### src/rtl/seq_shifter.sv
// Multi-cycle N-bit shifter (SRL/SLL/SRA/ROR), one bit position per clock, start/busy/done handshake.
// Optional carry_out output enabled by defining SEQ_SHIFTER_CARRY_EN.
module seq_shifter #(
    parameter int N  = 4,
    parameter int SW = $clog2(N)
) (
    input  logic          clk,
    input  logic          rst_n,
    input  logic          start,
    input  logic [1:0]    mode,
    input  logic [SW-1:0] shamt,
    input  logic [N-1:0]  data_in,
    output logic [N-1:0]  data_out,
    output logic          busy,
    output logic          done
`ifdef SEQ_SHIFTER_CARRY_EN
    ,
    output logic          carry_out
`endif
);

    typedef enum logic [1:0] {IDLE, SHIFT, DONE} state_e;

    localparam logic [1:0] M_SRL = 2'b00;
    localparam logic [1:0] M_SLL = 2'b01;
    localparam logic [1:0] M_SRA = 2'b10;

    state_e        state_q, state_d;
    logic [N-1:0]  data_q, data_d;
    logic [SW-1:0] cnt_q, cnt_d;
    logic [1:0]    mode_q, mode_d;
    logic [N-1:0]  step;

    // One 1-bit step of the latched operation.
    always_comb begin
        case (mode_q)
            M_SRL:   step = {1'b0, data_q[N-1:1]};
            M_SLL:   step = {data_q[N-2:0], 1'b0};
            M_SRA:   step = {data_q[N-1], data_q[N-1:1]};
            default: step = {data_q[0], data_q[N-1:1]};
        endcase
    end

    always_comb begin
        state_d = state_q;
        data_d  = data_q;
        cnt_d   = cnt_q;
        mode_d  = mode_q;
        case (state_q)
            IDLE: begin
                if (start) begin
                    data_d  = data_in;
                    cnt_d   = shamt;
                    mode_d  = mode;
                    state_d = (shamt == '0) ? DONE : SHIFT;
                end
            end
            SHIFT: begin
                data_d = step;
                cnt_d  = cnt_q - SW'(1);
                if (cnt_q == SW'(1)) state_d = DONE;
            end
            default: state_d = IDLE;
        endcase
    end

    always_ff @(posedge clk or negedge rst_n) begin
        if (!rst_n) begin
            state_q <= IDLE;
            data_q  <= '0;
            cnt_q   <= '0;
            mode_q  <= '0;
        end else begin
            state_q <= state_d;
            data_q  <= data_d;
            cnt_q   <= cnt_d;
            mode_q  <= mode_d;
        end
    end

`ifdef SEQ_SHIFTER_CARRY_EN
    logic carry_q, carry_d;

    // Bit leaving the register on this step; cleared on accept.
    always_comb begin
        carry_d = carry_q;
        if (state_q == IDLE && start) begin
            carry_d = 1'b0;
        end else if (state_q == SHIFT) begin
            carry_d = (mode_q == M_SLL) ? data_q[N-1] : data_q[0];
        end
    end

    always_ff @(posedge clk or negedge rst_n) begin
        if (!rst_n) carry_q <= 1'b0;
        else        carry_q <= carry_d;
    end

    assign carry_out = carry_q;
`endif

    assign data_out = data_q;
    assign busy     = (state_q != IDLE);
    assign done     = (state_q == DONE);

endmodule

### config.mk
export PLATFORM = sky130hd
export DESIGN_NAME = seq_shifter
export DESIGN_NICKNAME = d
export VERILOG_FILES = /design/src/rtl/seq_shifter.sv
export SDC_FILE = /design/constraint.sdc
export NUM_CORES = 1
export LEC_CHECK = 0
export CAP_MARGIN = 15
export CORE_MARGIN = 10
export CORE_UTILIZATION = 43
export CTS_CLUSTER_SIZE = 28
export DETAILED_ROUTE_END_ITERATION = 12
export PLACE_DENSITY_LB_ADDON = 0.05
export SETUP_SLACK_MARGIN = 0.1
export SYNTH_ARGS = -nofsm -noshare
export SYNTH_HDL_FRONTEND = slang
export SYNTH_SLANG_ARGS = --single-unit
### constraint.sdc
create_clock -name clk -period 1.45 [get_ports clk]
set_input_delay 0.3625 -clock clk [delete_from_list [all_inputs] [get_ports clk]]
set_output_delay 0.3625 -clock clk [all_outputs]
set_load 0.05 [all_outputs]
Yosys cells after proc, flatten, opt, wreduce, memory -nomap -nowiden
Cells that the tools add are included.
{"block": "totals", "register_bits": 10, "inputBits": 11, "output_inout_bits": 6}
{"block": "classes", "addsub": 1, "eq_ne": 8, "muxes": 9, "reduce_logical": 9}
{"cell": "$pmux W4 S3", "n": 1}
{"cell": "$mux W2", "n": 4}
{"cell": "$pmux W2 S2", "n": 2}
{"cell": "$pmux W4 S2", "n": 1}
{"cell": "$eq A2 B1 Y1 const B", "n": 3}
{"cell": "$logic_not A2 Y1", "n": 3}
{"cell": "$ne A2 B2 Y1 const B", "n": 3}
{"cell": "$reduce_and A2 Y1", "n": 3}
{"cell": "$eq A2 B2 Y1 const B", "n": 2}
{"cell": "$mux W4", "n": 1}
{"cell": "$reduce_bool A2 Y1", "n": 2}
{"cell": "$reduce_and A3 Y1", "n": 1}
{"cell": "$sub A2 B1 Y2 const B", "n": 1}

Depth between registers and ports, before layout
{"block": "logic_depth", "ltp_word": 4, "depth_mapped": 4, "ltp_nobuf": 4}

Least setup slack after synthesis
No wires, ideal clock.
{"block": "synth_path", "path_kind": "reg-to-output", "from": "register state_q[1]", "to": "output port done", "t_arrival_ps": 1247, "path_slack_ps": -160, "stages_incl_launch_ff": 4, "path_cell_list": "dfrtp_1 -> buf_2 -> inv_1 -> nor2_1"}
{"block": "synth_via", "elab_chain_cells": 1}
{"item": "start, declared", "line_no": "28", "source": "state_e state_q, state_d;"}
{"item": "start signal, assigned", "line_no": "74", "source": "state_q <= state_d;"}
{"item": "$eq A2 B2 Y1", "line_no": "104", "source": "assign done = (state_q == DONE);"}
{"item": "end, declared", "line_no": "15", "source": "output logic done"}
Every way passes these cells.

Worst setup path after layout
{"block": "layout_path", "from": "register state_q[1]", "to": "output port busy"}
{"block": "layout_via", "elab_chain_cells": 1}
{"item": "$reduce_bool A2 Y1", "line_no": "103", "source": "assign busy = (state_q != IDLE);"}
{"item": "end, declared", "line_no": "14", "source": "output logic busy,"}
Every way passes these cells.

==> metrics.md <==
| Metric | Value |
|---|---|
| Post-route ant nets | 0 |
| Initial core utilization | 0.479 |
| Most frequent cells in the layout | buf_4 (12), clkdlybuf4s50_1 (10), dfrtp_1 (8) |
| Final Skew | 0.00378 ns |
| Antenna violations before repair | 0 |
| Via/cell ratio | 5.58 |
| Die H | 56.1 um |
| WHS | 0.406 ns |
| CTS tree | done |
| CTS Root Cell | clkbuf_4 |
| WP buf/inv | 1 |
| Post-synthesis area per instance | 10.0 sq um |
| Fill cell count | 63 |
| Post-synth EDFFs | 0 |
| Req. time, crit path | 1.09 ns |
| CP max-delay cell | dfrtp_2 |
| Delay-heaviest family, CP | flip-flops |
| Final Util | 0.845 |
| Sink Count | 10 |
| Chip width | 56.1 um |
| H-tree Lvls | 1 |
| Vias | 564 |
| Total Wirelength | 1760 um |
| Clock power share | 0.098 |
| IO Port Bufs | 16 |
| Failing checks | setup timing |
| Leakage | 0.437 nW |
| Yosys warnings | 0 |
| Crit. End Element | output port |
| DR pass1 iterations | 4 |
| Row cnt | 12 |
| Max Slew Vio Count | 0 |
| Worst ir drop on vdd | 1.75 mV |
| Ys flop type | dfrtp_1 |
| Placer Congestion | 0.795 |
| Number of global-route vias before repair | 565 |
| Combinational share of power | 0.664 |
| CP max FO | 4 |
| Min Tclk post-route | 1.48 ns |
| Seq pwr share | 0.238 |
| Final nets | 100 |
| Setup WS post-layout | -0.0340 ns |
| Final Cell Area | 990 sq um |
| Max Cap Viol | 0 |
| I/O pins | 17 |
| Area growth syn-to-layout | 76.6% |
| Worst slack, placed | -0.218 ns |
| Slew margin rel. | 0.693 |
| Total power | 2.59 mW |
| RSZ-0062 raised after global routing | yes |
| Clock transition at path regs | 0.07 ns |
| Hpwl dp | 1090 um |
| Setup TNS | -0.0340 ns |
| Period utilization | 1.02 |
| CP peak stage delay | 0.43 ns |
| DRC violations left | 0 |
| Critical path class | reg -> out |
| Psw | 1.11 mW |
| CTS buffer count | 3 |
| F_max | 0.674 GHz |
| Post-route insts no fill | 101 |
| Worst min path class | in -> async |
| Total die area | 3150 sq um |
| Placed cell area | 823 sq um |
| Core area | 1170 sq um |
| Antenna diodes | 0 |
| Pin count of the biggest net entering global routing | 11 |
| Synthesized flop and latch total | 10 |
| DR WL/cell | 17.4 um |
| Worst setup SP type | flop |
| First-pass GRT wire length | 2510 um |
| Clk_lat worst skew | 0.27 ns |
| Switching Share | 0.427 |
| Least-Margin Pin Slew | 0.459 ns |
| Layout cells sized above 1 | 0.414 |
| Synth cell types | 25 |
| Outcome | finished, violations left |
| Total power per unit cell area | 2620 nW/um^2 |
| Internal power | 1.48 mW |
| Commonest non-fill, non-tap cell in the layout | buf_4 |
| Async SR Flop Fraction | 1.00 |
| Overflow after GRT | 0 |
| Final Hold Fails | 0 |
| Crit path DAT | 1.12 ns |
| Post-Synthesis Cells | 56 |
| CTS Buffer Depth | 2 |
| Initial DRC count | 17 |
| Final setup fails | 1 |
| Syn nets | 68 |
| Seq/Total Area, Yosys | 0.446 |
| Placed insts | 88 |
| Synthesized area | 561 sq um |
| Total GRT Usage | 0.0960 |
| Cells along the critical path | or2_4, buf_12 |
==> timing repair <==
item | in CTS | in global routing
buffers inserted | 4 | 5
gates resized for setup | 7 | 6
pin swaps | 1 | 0
hold buffers | 0 | 0
hold endpoints to repair | 0 | 0
endpoints found under the setup margin | 5 | 9
==> cells in the mapped netlist, drive strengths merged, types with 2 or more instances <==
cell | number | area [sq um]
o22ai | 2 | 12.5
mux2i | 3 | 30.0
nand2 | 3 | 11.3
nor2 | 6 | 27.5
inv | 4 | 15.0
a32oi | 2 | 17.5
mux2 | 3 | 33.8
nor2b | 2 | 12.5
nand2b | 2 | 12.5
buf | 2 | 10.0
dfrtp | 10 | 250
a21oi | 3 | 15.0
o22a | 2 | 17.5
o211ai | 2 | 15.0
==> worst register-to-register path, cell delays in order (launching register included) <==
cell and delay [ns]:
dfrtp_2 0.43, or2_4 0.27, buf_4 0.15, nor2_4 0.11
mux2_4 0.30
==> state kept, by name, indices dropped and copies added, names as in the netlist <==
name      count
data_out      4
cnt_q         2
mode_q        2
state_q       2
==> worst paths after layout <==
path,slack (ns),end,cells past startpoint,start
setup / recovery,-0.03,busy,2,state_q[1]
hold / removal,0.41,data_out[0],1,rst_n
setup reg to reg,0.07,mode_q[0],4,state_q[1]
hold reg to reg,0.55,cnt_q[0],1,cnt_q[0]
max in group asynchronous,0.70,state_q[1],1,rst_n
min in group clk,0.55,cnt_q[0],1,cnt_q[0]
==> layout make-up <==
type,count,area [sq um],share of cell area
Clock buffer,4,36.3,0.0367
Inverter,4,15.0,0.0152
Multi-Input combinational cell,40,347,0.350
Sequential cell,10,253,0.255
Tap cell,14,17.5,0.0177
Timing Repair Buffer,29,322,0.325
==> layer usage <==
metal  up-vias  part of all wire  global-route usage
met5         -                 0                   0
met4         0            0.0051                   0
met3         2             0.072              0.0592
met2        23              0.48               0.154
met1       275              0.44               0.112
li1        264                 -                   -
==> cells by family after synthesis <==
group,after synthesis,synth area share
and+or+nand+nor,18,0.181
AOI/OAI and AO/OA,15,0.192
DFF,10,0.446
buffers and inverters,6,0.0446
muxes,6,0.114
adders and majority gates,1,0.0223
==> power by group through the flow <==
stage	Sequential [mW]	Clock (mW)	Combinational, mW
after detailed placement	0.620	0	1.31
after CTS	0.596	0.258	1.49
after floorplan	0.723	0	0.631
after global placement	0.614	0	1.30
final	0.615	0.254	1.72
after global routing	0.633	0.279	1.81
Note: power is estimated with default switching activity, not from simulation.
